**src/rtl/sc_level_sequencer_pkg.sv**
```systemverilog
// Shared definitions for the level sequencer: state encoding, decoder codes and defaults.
package sc_level_sequencer_pkg;

  localparam logic [2:0] ST_IDLE        = 3'd0;
  localparam logic [2:0] ST_LOAD_BANNER = 3'd1;
  localparam logic [2:0] ST_SHOW_BANNER = 3'd2;
  localparam logic [2:0] ST_LOAD_PLAY   = 3'd3;
  localparam logic [2:0] ST_PLAY        = 3'd4;
  localparam logic [2:0] ST_DONE        = 3'd5;

  typedef enum logic [2:0] {
    StIdle       = ST_IDLE,
    StLoadBanner = ST_LOAD_BANNER,
    StShowBanner = ST_SHOW_BANNER,
    StLoadPlay   = ST_LOAD_PLAY,
    StPlay       = ST_PLAY,
    StDone       = ST_DONE
  } seq_state_e;

  // Decoder code for the play field; 1..LEVEL_MAX select the level banners.
  localparam logic [2:0] TRANS_PLAY = 3'b000;

  // Must match the number of banner bitmaps the decoder provides.
  localparam int unsigned LEVEL_MAX_DEFAULT   = 4;
  localparam int unsigned SHOW_CYCLES_DEFAULT = 50_000_000;
  localparam int unsigned CNT_W_DEFAULT       = 26;

  function automatic logic is_load_state(seq_state_e s);
    return (s == StLoadBanner) || (s == StLoadPlay);
  endfunction

  function automatic logic is_banner_state(seq_state_e s);
    return (s == StLoadBanner) || (s == StShowBanner);
  endfunction

endpackage

```
**src/rtl/sc_level_sequencer_if.sv**
```systemverilog
// Game-logic side signals of the level sequencer, with sequencer (slave) and driver (master) views.
interface sc_level_sequencer_if;

  logic       SC_LEVELSEQ_start_InLow;
  logic       SC_LEVELSEQ_levelDone_InLow;
  logic       SC_LEVELSEQ_gameOver_InLow;
  logic [2:0] SC_LEVELSEQ_transition_OutBUS;
  logic       SC_LEVELSEQ_load_OutLow;
  logic [2:0] SC_LEVELSEQ_level_OutBUS;
  logic       SC_LEVELSEQ_playing_Out;
  logic       SC_LEVELSEQ_win_Out;

  modport master (
    output SC_LEVELSEQ_start_InLow,
    output SC_LEVELSEQ_levelDone_InLow,
    output SC_LEVELSEQ_gameOver_InLow,
    input  SC_LEVELSEQ_transition_OutBUS,
    input  SC_LEVELSEQ_load_OutLow,
    input  SC_LEVELSEQ_level_OutBUS,
    input  SC_LEVELSEQ_playing_Out,
    input  SC_LEVELSEQ_win_Out
  );

  modport slave (
    input  SC_LEVELSEQ_start_InLow,
    input  SC_LEVELSEQ_levelDone_InLow,
    input  SC_LEVELSEQ_gameOver_InLow,
    output SC_LEVELSEQ_transition_OutBUS,
    output SC_LEVELSEQ_load_OutLow,
    output SC_LEVELSEQ_level_OutBUS,
    output SC_LEVELSEQ_playing_Out,
    output SC_LEVELSEQ_win_Out
  );

endinterface

```
**src/rtl/sc_banner_timer.sv**
```systemverilog
// Banner hold counter: synchronous clear, count enable, terminal-count flag at SHOW_CYCLES-1.
module sc_banner_timer #(
  parameter int unsigned CNT_W       = 26,
  parameter int unsigned SHOW_CYCLES = 50_000_000
) (
  input  logic i_clk,
  input  logic i_rst,
  input  logic i_clr,
  input  logic i_en,
  output logic o_tc
);

  localparam logic [CNT_W-1:0] TcValue = CNT_W'(SHOW_CYCLES - 1);

  logic [CNT_W-1:0] r_count_q;
  logic [CNT_W-1:0] w_count_d;

  always_comb begin
    w_count_d = r_count_q;
    if (i_clr) begin
      w_count_d = '0;
    end else if (i_en) begin
      w_count_d = r_count_q + CNT_W'(1);
    end
  end

  always_ff @(posedge i_clk or posedge i_rst) begin
    if (i_rst) begin
      r_count_q <= '0;
    end else begin
      r_count_q <= w_count_d;
    end
  end

  assign o_tc = (r_count_q == TcValue);

endmodule

```
**src/rtl/sc_level_sequencer.sv**
```systemverilog
// Level sequencer: banner per level, then play field; one-cycle load strobes for the bitmap regs.
module sc_level_sequencer
  import sc_level_sequencer_pkg::*;
#(
  parameter int unsigned LEVEL_MAX   = LEVEL_MAX_DEFAULT,
  parameter int unsigned SHOW_CYCLES = SHOW_CYCLES_DEFAULT,
  parameter int unsigned CNT_W       = CNT_W_DEFAULT
) (
  input  logic                 SC_LEVELSEQ_CLOCK_50,
  input  logic                 SC_LEVELSEQ_RESET_InHigh,
  sc_level_sequencer_if.slave  seq
);

  localparam logic [2:0] LevelMax = 3'(LEVEL_MAX);
  localparam logic [2:0] LevelOne = 3'd1;

  seq_state_e r_state_q, w_state_d;
  logic [2:0] r_level_q, w_level_d;
  logic [2:0] r_trans_q, w_trans_d;
  logic       r_load_n_q, w_load_n_d;
  logic       r_playing_q, w_playing_d;
  logic       r_win_q, w_win_d;

  logic w_timer_clr;
  logic w_timer_en;
  logic w_timer_tc;

  sc_banner_timer #(
    .CNT_W       (CNT_W),
    .SHOW_CYCLES (SHOW_CYCLES)
  ) u_banner_timer (
    .i_clk (SC_LEVELSEQ_CLOCK_50),
    .i_rst (SC_LEVELSEQ_RESET_InHigh),
    .i_clr (w_timer_clr),
    .i_en  (w_timer_en),
    .o_tc  (w_timer_tc)
  );

  assign w_timer_clr = (r_state_q == StLoadBanner);
  assign w_timer_en  = (r_state_q == StShowBanner);

  always_comb begin
    w_state_d = r_state_q;
    w_level_d = r_level_q;
    case (r_state_q)
      StIdle: begin
        if (!seq.SC_LEVELSEQ_start_InLow) begin
          w_level_d = LevelOne;
          w_state_d = StLoadBanner;
        end
      end
      StLoadBanner: w_state_d = StShowBanner;
      StShowBanner: begin
        if (w_timer_tc) begin
          w_state_d = StLoadPlay;
        end
      end
      StLoadPlay: w_state_d = StPlay;
      StPlay: begin
        // A loss outranks a simultaneous completion: the level restarts.
        if (!seq.SC_LEVELSEQ_gameOver_InLow) begin
          w_state_d = StLoadBanner;
        end else if (!seq.SC_LEVELSEQ_levelDone_InLow) begin
          if (r_level_q < LevelMax) begin
            w_level_d = r_level_q + 3'd1;
            w_state_d = StLoadBanner;
          end else begin
            w_state_d = StDone;
          end
        end
      end
      StDone: begin
        if (!seq.SC_LEVELSEQ_start_InLow) begin
          w_level_d = LevelOne;
          w_state_d = StLoadBanner;
        end
      end
      default: w_state_d = StIdle;
    endcase

    // Outputs are derived from the next state so they register on the same edge as the state.
    w_trans_d   = is_banner_state(w_state_d) ? w_level_d : TRANS_PLAY;
    w_load_n_d  = !is_load_state(w_state_d);
    w_playing_d = (w_state_d == StPlay);
    w_win_d     = (w_state_d == StDone);
  end

  always_ff @(posedge SC_LEVELSEQ_CLOCK_50 or posedge SC_LEVELSEQ_RESET_InHigh) begin
    if (SC_LEVELSEQ_RESET_InHigh) begin
      r_state_q   <= StIdle;
      r_level_q   <= LevelOne;
      r_trans_q   <= TRANS_PLAY;
      r_load_n_q  <= 1'b1;
      r_playing_q <= 1'b0;
      r_win_q     <= 1'b0;
    end else begin
      r_state_q   <= w_state_d;
      r_level_q   <= w_level_d;
      r_trans_q   <= w_trans_d;
      r_load_n_q  <= w_load_n_d;
      r_playing_q <= w_playing_d;
      r_win_q     <= w_win_d;
    end
  end

  assign seq.SC_LEVELSEQ_transition_OutBUS = r_trans_q;
  assign seq.SC_LEVELSEQ_load_OutLow       = r_load_n_q;
  assign seq.SC_LEVELSEQ_level_OutBUS      = r_level_q;
  assign seq.SC_LEVELSEQ_playing_Out       = r_playing_q;
  assign seq.SC_LEVELSEQ_win_Out           = r_win_q;

endmodule

```
**src/flat_wrapper.sv**
```systemverilog
// flat-port wrapper written by rule: the top's interface ports become plain ports
module sc_level_sequencer_flat import sc_level_sequencer_pkg::*;
#(
  parameter int unsigned LEVEL_MAX   = LEVEL_MAX_DEFAULT,
  parameter int unsigned SHOW_CYCLES = SHOW_CYCLES_DEFAULT,
  parameter int unsigned CNT_W       = CNT_W_DEFAULT
)
  (SC_LEVELSEQ_CLOCK_50, SC_LEVELSEQ_RESET_InHigh, seq_SC_LEVELSEQ_start_InLow, seq_SC_LEVELSEQ_levelDone_InLow, seq_SC_LEVELSEQ_gameOver_InLow, seq_SC_LEVELSEQ_transition_OutBUS, seq_SC_LEVELSEQ_load_OutLow, seq_SC_LEVELSEQ_level_OutBUS, seq_SC_LEVELSEQ_playing_Out, seq_SC_LEVELSEQ_win_Out);
  sc_level_sequencer_if seq_i ();
  input  logic SC_LEVELSEQ_CLOCK_50;
  input  logic SC_LEVELSEQ_RESET_InHigh;
  input wire logic [$bits(seq_i.SC_LEVELSEQ_start_InLow)-1:0] seq_SC_LEVELSEQ_start_InLow;
  input wire logic [$bits(seq_i.SC_LEVELSEQ_levelDone_InLow)-1:0] seq_SC_LEVELSEQ_levelDone_InLow;
  input wire logic [$bits(seq_i.SC_LEVELSEQ_gameOver_InLow)-1:0] seq_SC_LEVELSEQ_gameOver_InLow;
  output wire logic [$bits(seq_i.SC_LEVELSEQ_transition_OutBUS)-1:0] seq_SC_LEVELSEQ_transition_OutBUS;
  output wire logic [$bits(seq_i.SC_LEVELSEQ_load_OutLow)-1:0] seq_SC_LEVELSEQ_load_OutLow;
  output wire logic [$bits(seq_i.SC_LEVELSEQ_level_OutBUS)-1:0] seq_SC_LEVELSEQ_level_OutBUS;
  output wire logic [$bits(seq_i.SC_LEVELSEQ_playing_Out)-1:0] seq_SC_LEVELSEQ_playing_Out;
  output wire logic [$bits(seq_i.SC_LEVELSEQ_win_Out)-1:0] seq_SC_LEVELSEQ_win_Out;
  assign seq_i.SC_LEVELSEQ_start_InLow = seq_SC_LEVELSEQ_start_InLow;
  assign seq_i.SC_LEVELSEQ_levelDone_InLow = seq_SC_LEVELSEQ_levelDone_InLow;
  assign seq_i.SC_LEVELSEQ_gameOver_InLow = seq_SC_LEVELSEQ_gameOver_InLow;
  assign seq_SC_LEVELSEQ_transition_OutBUS = seq_i.SC_LEVELSEQ_transition_OutBUS;
  assign seq_SC_LEVELSEQ_load_OutLow = seq_i.SC_LEVELSEQ_load_OutLow;
  assign seq_SC_LEVELSEQ_level_OutBUS = seq_i.SC_LEVELSEQ_level_OutBUS;
  assign seq_SC_LEVELSEQ_playing_Out = seq_i.SC_LEVELSEQ_playing_Out;
  assign seq_SC_LEVELSEQ_win_Out = seq_i.SC_LEVELSEQ_win_Out;
  sc_level_sequencer #(.LEVEL_MAX(LEVEL_MAX), .SHOW_CYCLES(SHOW_CYCLES), .CNT_W(CNT_W)) u_core (.SC_LEVELSEQ_CLOCK_50(SC_LEVELSEQ_CLOCK_50), .SC_LEVELSEQ_RESET_InHigh(SC_LEVELSEQ_RESET_InHigh), .seq(seq_i));
endmodule
```
**config.mk**
```make
export PLATFORM = sky130hd
export DESIGN_NAME = sc_level_sequencer_flat
export DESIGN_NICKNAME = d
export VERILOG_FILES = /design/src/rtl/sc_level_sequencer_pkg.sv /design/src/rtl/sc_level_sequencer_if.sv /design/src/rtl/sc_banner_timer.sv /design/src/rtl/sc_level_sequencer.sv /design/src/flat_wrapper.sv
export SDC_FILE = /design/constraint.sdc
export NUM_CORES = 1
export LEC_CHECK = 0
export CAP_MARGIN = 5
export CORE_UTILIZATION = 50
export CTS_BUF_LIST = sky130_fd_sc_hd__clkbuf_4 sky130_fd_sc_hd__clkbuf_8
export DETAILED_ROUTE_END_ITERATION = 6
export PLACE_DENSITY_LB_ADDON = 0.12
export SYNTH_ARGS = -nofsm -noshare
export SYNTH_HDL_FRONTEND = slang
export SYNTH_SLANG_ARGS = --single-unit
export TNS_END_PERCENT = 50
```
**constraint.sdc**
```tcl
create_clock -name SC_LEVELSEQ_CLOCK_50 -period 5.1 [get_ports SC_LEVELSEQ_CLOCK_50]
set_input_delay 0.51 -clock SC_LEVELSEQ_CLOCK_50 [delete_from_list [all_inputs] [get_ports SC_LEVELSEQ_CLOCK_50]]
set_output_delay 0.51 -clock SC_LEVELSEQ_CLOCK_50 [all_outputs]
set_load 0.02 [all_outputs]
```
==> results.sh, run 1 <==
export IMPL_maxCapViolCount=0
export IMPL_post_place_ws_ps=2530
export IMPL_critPathSlowestCell="or3b_1"
export IMPL_fin_crit_sh_pct=50.4
export IMPL_p_leak_nw=1.03
export IMPL_max_slew_margin_rel_pct=40.7
export IMPL_finalMaxSlewViolations=0
export IMPL_powerDensity_nw_per_um2=416
export IMPL_fin_crit_ps=2570
export IMPL_routed_wl_mm=4.66
export IMPL_start_kind="flop"
export IMPL_fp_dieH_um=67.6
export IMPL_cp_arrival_ps=2730
export IMPL_cts_buffers=5
export IMPL_cts_resized=0
export IMPL_ys_flop_type="dfrtp_1"
export IMPL_worstMarginPinSlew_ps=890
export IMPL_clkPwrFrac_pct=22.3
export IMPL_n_antenna_cell=0
export IMPL_ys_ff_latch=38
export IMPL_stdcell_count=291
export IMPL_grt_max_degree=39
export IMPL_postCtsHoldBufs=0
export IMPL_layout_common_cells="36 x dfrtp_1, 22 x o21ai_0, 16 x nand2_1, 16 x nand3_1, 13 x clkdlybuf4s50_1"
export IMPL_crit_fanout=28
export IMPL_reg2reg_depth=4
export IMPL_timing_rr_start="u_core.r_state_q[0]"
export IMPL_hpwl_mm=3.00
export IMPL_critPathCaptureType="flop"
export IMPL_hold_violations=0
export IMPL_drive_above_1_share_pct=6.22
export IMPL_cp_cell_sequence="or3b_1 -> or4_4 -> nor4_4 -> nor4b_1"
export IMPL_drt_iter0_markers=130
export IMPL_final_core_util_pct=58.8
export IMPL_synth_seq_area_share_pct=44.3
export IMPL_grt_pass1_vias=1682
export IMPL_syn_nets=241
export IMPL_comb_power_share_pct=37.5
export IMPL_synth_async_reset_ratio_pct=100
export IMPL_whs_endpoint="u_core.u_banner_timer.r_count_q[25]"
export IMPL_synth_cell_types=47
export IMPL_syn2layout_area_growth_pct=10.8
export IMPL_cts_sinks=38
export IMPL_syn_area_um2=2150
export IMPL_path_clk_slew_ps=70
export IMPL_tritoncts="yes"
export IMPL_switchingPower_mw=0.404
export IMPL_first_pass_iters=4
export IMPL_slowest_delay_ps=790
export IMPL_wl_per_cell_um=16.0
export IMPL_status="finished, final reports clean"
export IMPL_peakVddDrop_mv=0.219
export IMPL_initial_core_util_pct=53.1
export IMPL_critPathKind="flop to flop"
export IMPL_r2r_slack_ps=2530
export IMPL_rows=23
export IMPL_placedCellCount=283
export IMPL_antenna_found_initial=0
export IMPL_grt_usage_pct=23.2
export IMPL_h_tree_depth=2
export IMPL_die_area_um2=4580
export IMPL_fin_skew_ps=2.01
export IMPL_grt_pass1_wl_mm=7.78
export IMPL_ant_nets=0
export IMPL_fillers=354
export IMPL_yosysWarnings=0
export IMPL_rsz0062_at_grt="no"
export IMPL_cts_setup_buffers=0
export IMPL_drc=0
export IMPL_gr_total_overflow=0
export IMPL_syn_inst=234
export IMPL_insertion_delay_ps=290
export IMPL_mostFrequentLayoutCell="dfrtp_1"
export IMPL_worstHoldStart="u_core.u_banner_timer.r_count_q[25]"
export IMPL_io_pins=14
export IMPL_seq_power_share_pct=40.3
export IMPL_setup_viol=0
export IMPL_cp_data_required_time_ps=5260
export IMPL_p_int_mw=0.590
export IMPL_cts_max_path_buffers=2
export IMPL_synth_edf_count=0
export IMPL_r2r_end="u_core.seq.SC_LEVELSEQ_transition_OutBUS[0]"
export IMPL_die_w_um=67.6
export IMPL_syn_avg_cell_area_um2=9.21
export IMPL_gp_congestion=0.798
export IMPL_nets=247
export IMPL_switching_share_pct=40.7
export IMPL_setup_slack_ps=2530
export IMPL_max_freq_mhz=389
export IMPL_whs_path_depth=1
export IMPL_io_buffers=13
export IMPL_clockRootBuffer="clkbuf_8"
export IMPL_worstHoldPathType="flop to flop"
export IMPL_core_area_um2=4060
export IMPL_dr_total_vias=1846
export IMPL_routed_via_density=6.34
export IMPL_setup_tns_ps=0
## power groups by stage
stage / registers, mW / logic (mW) / clock network (mW)
floorplan: 0.402 / 0.283 / 0
global placement: 0.404 / 0.369 / 0
detailed placement: 0.406 / 0.369 / 0
CTS: 0.400 / 0.371 / 0.224
global route: 0.409 / 0.415 / 0.237
finish: 0.400 / 0.373 / 0.221
## state kept, by name, indices dropped and copies added (netlist names)
| register | count |
|---|---|
| u_core.r_state_q | 3 |
| u_core.u_banner_timer.r_count_q | 26 |
| u_core.seq.SC_LEVELSEQ_win_Out | 1 |
| u_core.seq.SC_LEVELSEQ_load_OutLow | 1 |
| u_core.seq.SC_LEVELSEQ_transition_OutBUS | 3 |
| u_core.seq.SC_LEVELSEQ_level_OutBUS | 3 |
| u_core.seq.SC_LEVELSEQ_playing_Out | 1 |
## worst max path at each step
stage	from	to	slack (ps)	depth (start not counted)
3_5_place_dp	u_core.r_state_q[0]	u_core.seq.SC_LEVELSEQ_transition_OutBUS[0]	2530	4
6_report	u_core.r_state_q[0]	u_core.seq.SC_LEVELSEQ_transition_OutBUS[0]	2530	4
3_3_place_gp	u_core.r_state_q[0]	u_core.seq.SC_LEVELSEQ_transition_OutBUS[0]	2550	4
4_1_cts	u_core.r_state_q[0]	u_core.seq.SC_LEVELSEQ_transition_OutBUS[0]	2530	4
5_1_grt	u_core.r_state_q[2]	u_core.seq.SC_LEVELSEQ_transition_OutBUS[1]	2360	4
2_1_floorplan	u_core.u_banner_timer.r_count_q[9]	u_core.seq.SC_LEVELSEQ_transition_OutBUS[0]	3160	4
## cell type report
| cell class | count | area, um^2 | area share (%) |
|---|---|---|---|
| Tap cell | 50 | 62.6 | 2.62 |
| Inverter | 11 | 41.3 | 1.73 |
| Timing Repair Buffer | 15 | 145 | 6.08 |
| Clock buffer | 7 | 90.1 | 3.77 |
| Clock inverter | 1 | 5.00 | 0.210 |
| Multi-Input combinational cell | 169 | 1090 | 45.7 |
| Sequential cell | 38 | 953 | 39.9 |
## routing by layer
layer,part of all wire [%],GRT usage [%]
met1,48,29.9
met3,4.4,4.56
met2,46,36.0
met5,0,0
met4,1.7,13.3
## worst max-delay path, delay by kind of cell (launching register included)
kind	cells	cell delay [ps]
simple gates	4	1890
flops	1	540
## synth_stat cells (all sizes together), types with 4 or more instances
| library cell | instances | share of area, % |
|---|---|---|
| a31oi | 9 | 2.6 |
| xor2 | 5 | 2.0 |
| nand4 | 8 | 2.3 |
| and3 | 6 | 1.7 |
| and4 | 5 | 2.0 |
| nor3 | 9 | 2.1 |
| nand3 | 16 | 3.7 |
| nor2 | 10 | 1.7 |
| dfrtp | 36 | 42 |
| nor3b | 5 | 1.7 |
| a21oi | 6 | 1.4 |
| inv | 10 | 1.7 |
| clkbuf | 14 | 2.4 |
| a211o | 4 | 1.6 |
| o21ai | 22 | 5.1 |
| nand2 | 16 | 2.8 |
| o31ai | 6 | 2.1 |
## metrics by stage
step	power (mW)	hold slack, ps	cell area (um^2)
finish	0.994	493	2390
global route	1.06	508	2390
CTS	0.995	491	2390
detailed placement	0.775	480	2290
global placement	0.773	477	2290
floorplan	0.685	446	2150
## logic make-up (layout without fill, tap and decap cells)
family	count (synthesis)	in the layout	synth area share, %
compound gates	69	69	22.0
xor+xnor	5	5	2.03
fa+ha+maj	2	2	1.16
buf+inv	27	34	5.40
flops	38	38	44.3
simple gates	93	93	25.1
(Power assumes the default switching activity.)
==> inputs of run 2 (changes only) <==
==> constraint.sdc (replaced) <==
create_clock -name SC_LEVELSEQ_CLOCK_50 -period 2.45 [get_ports SC_LEVELSEQ_CLOCK_50]
set_input_delay 0.245 -clock SC_LEVELSEQ_CLOCK_50 [delete_from_list [all_inputs] [get_ports SC_LEVELSEQ_CLOCK_50]]
set_output_delay 0.245 -clock SC_LEVELSEQ_CLOCK_50 [all_outputs]
set_load 0.02 [all_outputs]
==> run 2 against run 1 <==
Effect of this change: global-route usage is 0.44 points higher; fmax rose by 22%; highest routed layer unchanged; via count down 0.98%; die area is the same; core utilization grew 1.5 points; largest cell class unchanged; first-iteration DRC count decreased by 17%; worst hold slack got worse by 130 ps.
==> results.sh, run 2 (synthesized netlist as in run 1, its figures left out) <==
export IMPL_comb_power_share_pct=40.4
export IMPL_h_tree_depth=2
export IMPL_wl_per_cell_um=15.6
export IMPL_fin_skew_ps=5.45
export IMPL_fin_crit_ps=2120
export IMPL_dr_total_vias=1828
export IMPL_fillers=377
export IMPL_cts_max_path_buffers=2
export IMPL_core_area_um2=4060
export IMPL_hpwl_mm=3.05
export IMPL_setup_viol=0
export IMPL_fin_hold_ws_ps=365
export IMPL_p_leak_nw=1.06
export IMPL_die_w_um=67.6
export IMPL_fin_crit_sh_pct=86.4
export IMPL_antenna_found_initial=0
export IMPL_critPathKind="flop to flop"
export IMPL_worstHoldPathType="primary input to async pin"
export IMPL_critPathCaptureType="flop"
export IMPL_routed_via_density=6.15
export IMPL_cts_sinks=38
export IMPL_postCtsHoldBufs=0
export IMPL_regMostFlops="u_core.u_banner_timer.r_count_q"
export IMPL_final_core_util_pct=60.3
export IMPL_routed_wl_mm=4.62
export IMPL_tritoncts="yes"
export IMPL_clockRootBuffer="clkbuf_8"
export IMPL_gr_total_overflow=0
export IMPL_post_place_ws_ps=333
export IMPL_maxCapViolCount=0
export IMPL_insertion_delay_ps=290
export IMPL_power_mw=2.18
export IMPL_path_clk_slew_ps=70
export IMPL_drive_above_1_share_pct=8.50
export IMPL_start_kind="flop"
export IMPL_max_slew_margin_rel_pct=68.0
export IMPL_grt_usage_pct=23.7
export IMPL_powerDensity_nw_per_um2=890
export IMPL_n_antenna_cell=0
export IMPL_syn2layout_area_growth_pct=13.6
export IMPL_hold_violations=0
export IMPL_cts_buffers=5
export IMPL_peakVddDrop_mv=0.387
export IMPL_cts_resized=0
export IMPL_grt_pass1_wl_mm=7.92
export IMPL_rows=23
export IMPL_finalMaxSlewViolations=0
export IMPL_rsz0062_at_grt="no"
export IMPL_first_pass_iters=4
export IMPL_gp_congestion=0.795
export IMPL_io_buffers=13
export IMPL_layout_common_cells="36 x dfrtp_1, 22 x o21ai_0, 16 x nand2_1, 16 x nand3_1, 13 x clkdlybuf4s50_1"
export IMPL_timing_rr_start="u_core.u_banner_timer.r_count_q[9]"
export IMPL_grt_max_degree=39
export IMPL_status="finished, final reports clean"
export IMPL_fp_dieH_um=67.6
export IMPL_switching_share_pct=39.4
export IMPL_drc=0
export IMPL_initial_core_util_pct=53.1
export IMPL_seq_power_share_pct=36.6
export IMPL_switchingPower_mw=0.857
export IMPL_largest_reg_flops=26
export IMPL_setup_slack_ps=334
export IMPL_ant_nets=0
export IMPL_mostFrequentLayoutCell="dfrtp_1"
export IMPL_max_freq_mhz=473
export IMPL_p_int_mw=1.32
export IMPL_grt_pass1_vias=1692
export IMPL_die_area_um2=4580
export IMPL_cp_data_required_time_ps=2600
export IMPL_crit_path_start="u_core.u_banner_timer.r_count_q[9]"
export IMPL_cts_setup_buffers=0
export IMPL_cp_arrival_ps=2270
export IMPL_io_pins=14
export IMPL_nets=253
export IMPL_crit_fanout=7
export IMPL_clkPwrFrac_pct=23.0
export IMPL_setup_tns_ps=0
export IMPL_drt_iter0_markers=108
export IMPL_worstMarginPinSlew_ps=480
[run 2: cell types whose count changed in the layout (fill, tap and decap cells not counted)]
cell	change
clkbuf_8	+2
clkinv_2	-1
clkbuf_4	-1
buf_4	+6
[run 2: path summary, 6_finish.rpt]
path / to / slack (ps) / cells after the start
worst max-delay path: u_core.seq.SC_LEVELSEQ_transition_OutBUS[0] / 330 / 4
worst min-delay path: u_core.seq.SC_LEVELSEQ_transition_OutBUS[0] / 360 / 3
worst max register to register: u_core.seq.SC_LEVELSEQ_transition_OutBUS[0] / 330 / 4
worst min register to register: u_core.u_banner_timer.r_count_q[25] / 490 / 1
max in group asynchronous: u_core.seq.SC_LEVELSEQ_load_OutLow / 1720 / 3
min in group SC_LEVELSEQ_CLOCK_50: u_core.u_banner_timer.r_count_q[25] / 490 / 1
[run 2: final cells by class]
cell class	instances	area, um^2	share of cell area [%]
sequential	38	953	39.0
inverter	11	41.3	1.69
multi-input combinational	169	1090	44.5
clock buffer	8	110	4.50
tap	50	62.6	2.56
timing repair buffer	21	190	7.77
[run 2: metrics by stage]
step,cell area (um^2),instances
6_report,2450,297
5_1_grt,2450,297
4_1_cts,2450,297
3_5_place_dp,2340,289
3_3_place_gp,2340,289
2_1_floorplan,2150,234
[run 2: layer usage]
layer	share of wire (%)	wire length, um	vias to the layer above	track usage [%]
li1	-	-	915	-
met2	46	2150	42	36.1
met1	48	2230	866	32.5
met4	1.3	59	0	9.31
met3	4.1	188	5	5.07
met5	0	0	-	0
[run 2: power groups by stage]
stage,logic (mW),clock network (mW),registers (mW)
after floorplan,0.590,0,0.837
after global placement,0.875,0,0.805
after detailed placement,0.879,0,0.808
after CTS,0.883,0.518,0.796
after global routing,0.989,0.533,0.812
final,0.881,0.501,0.797
[run 2: worst max-delay path, stage by stage, from the launching register on]
cell and delay (ps):
dfrtp_1 420, or4_1 520, or4_1 470, nor4_4 460
nor4b_1 120
==> inputs of run 3 (changes only) <==
==> constraint.sdc (replaced) <==
create_clock -name SC_LEVELSEQ_CLOCK_50 -period 2.35 [get_ports SC_LEVELSEQ_CLOCK_50]
set_input_delay 0.235 -clock SC_LEVELSEQ_CLOCK_50 [delete_from_list [all_inputs] [get_ports SC_LEVELSEQ_CLOCK_50]]
set_output_delay 0.235 -clock SC_LEVELSEQ_CLOCK_50 [all_outputs]
set_load 0.02 [all_outputs]
==> run 3 against run 2 <==
Effect of this change: combinational power rose by 8.3%; first-iteration DRC count is 15% lower; clock-buffer cell count decreased by 1; setup slack got worse by 130 ps; routed wire length is 3.3% higher; non-clock buffer count rose by 3; sequential cell count did not move; die area did not move; global-route usage is 0.26 points lower; power up 2.6%; largest cell class unchanged; via count grew 1.2%; final cell count is 1.0% higher.
==> results.sh, run 3 (synthesized netlist as in run 1, its figures left out) <==
export IMPL_gr_total_overflow=0
export IMPL_worstHoldPathType="primary input to async pin"
export IMPL_ant_nets=0
export IMPL_slowest_delay_ps=520
export IMPL_start_kind="flop"
export IMPL_status="finished, final reports clean"
export IMPL_routed_via_density=6.17
export IMPL_setup_viol=0
export IMPL_dr_total_vias=1850
export IMPL_regMostFlops="u_core.u_banner_timer.r_count_q"
export IMPL_layout_common_cells="36 x dfrtp_1, 22 x o21ai_0, 16 x nand2_1, 16 x nand3_1, 13 x clkdlybuf4s50_1"
export IMPL_rsz0062_at_grt="no"
export IMPL_gp_congestion=0.788
export IMPL_peakVddDrop_mv=0.429
export IMPL_initial_core_util_pct=53.1
export IMPL_setup_tns_ps=0
export IMPL_first_pass_iters=4
export IMPL_n_antenna_cell=0
export IMPL_r2r_slack_ps=200
export IMPL_critPathCaptureType="flop"
export IMPL_maxCapViolCount=0
export IMPL_crit_fanout=7
export IMPL_drive_above_1_share_pct=9.60
export IMPL_hpwl_mm=3.13
export IMPL_r2r_end="u_core.seq.SC_LEVELSEQ_transition_OutBUS[0]"
export IMPL_worstMarginPinSlew_ps=493
export IMPL_antenna_found_initial=0
export IMPL_routed_wl_mm=4.78
export IMPL_fin_crit_sh_pct=91.4
export IMPL_timing_rr_start="u_core.u_banner_timer.r_count_q[9]"
export IMPL_powerDensity_nw_per_um2=911
export IMPL_cts_buffers=5
export IMPL_path_clk_slew_ps=70
export IMPL_h_tree_depth=2
export IMPL_cts_sinks=38
export IMPL_critPathSlowestCell="or4_1"
export IMPL_rows=23
export IMPL_reg2reg_depth=4
export IMPL_final_core_util_pct=60.5
export IMPL_tritoncts="yes"
export IMPL_crit_buf_inv=0
export IMPL_fp_dieH_um=67.6
export IMPL_core_area_um2=4060
export IMPL_drt_iter0_markers=92
export IMPL_mostFrequentLayoutCell="dfrtp_1"
export IMPL_max_slew_margin_rel_pct=67.1
export IMPL_postCtsHoldBufs=0
export IMPL_grt_usage_pct=23.4
export IMPL_insertion_delay_ps=290
export IMPL_finalMaxSlewViolations=0
export IMPL_cts_resized=0
export IMPL_cpLargestDelayFamily="simple AND/OR/NAND/NOR gates"
export IMPL_max_freq_mhz=466
export IMPL_syn2layout_area_growth_pct=13.9
export IMPL_nets=256
export IMPL_grt_pass1_vias=1692
export IMPL_cp_common_cell="or4_1"
export IMPL_cts_setup_buffers=0
export IMPL_fin_skew_ps=5.67
export IMPL_p_leak_nw=1.07
export IMPL_hold_violations=0
export IMPL_clockRootBuffer="clkbuf_8"
export IMPL_grt_max_degree=39
export IMPL_cts_max_path_buffers=2
export IMPL_critPathKind="flop to flop"
export IMPL_cp_data_required_time_ps=2500
export IMPL_io_buffers=13
export IMPL_die_area_um2=4580
export IMPL_io_pins=14
export IMPL_die_w_um=67.6
export IMPL_cp_cell_sequence="or4_1 -> or4_1 -> nor4_4 -> nor4b_1"
export IMPL_cp_arrival_ps=2300
export IMPL_largest_reg_flops=26
export IMPL_grt_pass1_wl_mm=8.02
export IMPL_wl_per_cell_um=15.9
export IMPL_drc=0
export IMPL_fin_crit_ps=2150
run 3: changes by cell type in the layout (fill, tap and decap cells not counted):
cell      previous run  this run
clkbuf_4             0         1
clkbuf_8             8         6
buf_4                8        11
clkinv_2             0         1
run 3: routing by layer:
layer	vias up	routed length (um)	track usage, %
li1	914	-	-
met1	890	2320	32.0
met2	40	2210	37.4
met3	6	199	3.72
met4	0	47	7.71
met5	-	0	0
run 3: how the worst max path moves through the flow:
stage,to,startpoint,slack (ps),cells past startpoint
after CTS,u_core.seq.SC_LEVELSEQ_transition_OutBUS[0],u_core.u_banner_timer.r_count_q[9],190,4
after floorplan,u_core.seq.SC_LEVELSEQ_transition_OutBUS[0],u_core.u_banner_timer.r_count_q[9],410,4
after global placement,u_core.seq.SC_LEVELSEQ_transition_OutBUS[0],u_core.u_banner_timer.r_count_q[9],270,4
after global routing,u_core.seq.SC_LEVELSEQ_load_OutLow,u_core.u_banner_timer.r_count_q[9],60,4
after detailed placement,u_core.seq.SC_LEVELSEQ_transition_OutBUS[0],u_core.u_banner_timer.r_count_q[9],210,4
final,u_core.seq.SC_LEVELSEQ_transition_OutBUS[0],u_core.u_banner_timer.r_count_q[9],200,4
run 3: tightest hold or removal path, stage by stage:
cell and delay [ps]:
clkdlybuf4s50_1 390, inv_1 50, buf_4 410
run 3: final cells by class:
type / instances / area [um^2]
Clock buffer: 7 / 90.1
Clock inverter: 1 / 5.00
Fill cell: 371 / 1600
Inverter: 11 / 41.3
Multi-Input combinational cell: 169 / 1090
Sequential cell: 38 / 953
Tap cell: 50 / 62.6
Timing Repair Buffer: 24 / 213
run 3: metrics by stage:
stage          cell area [um^2]  power, mW  hold WS (ps)  setup slack (ps)  cells
2_1_floorplan              2150       1.49           421               408    234
3_3_place_gp               2360       1.77           483               267    292
3_5_place_dp               2360       1.77           489               206    292
4_1_cts                    2450       2.25           380               190    300
5_1_grt                    2450       2.39           467              58.1    300
6_report                   2450       2.24           359               203    300
run 3: power by group:
group          switching, mW  leakage (nW)  internal [mW]  total, mW
Combinational          0.614         0.504          0.340      0.954
Clock                  0.222        0.0517          0.248      0.470
Sequential            0.0603         0.514          0.752      0.812
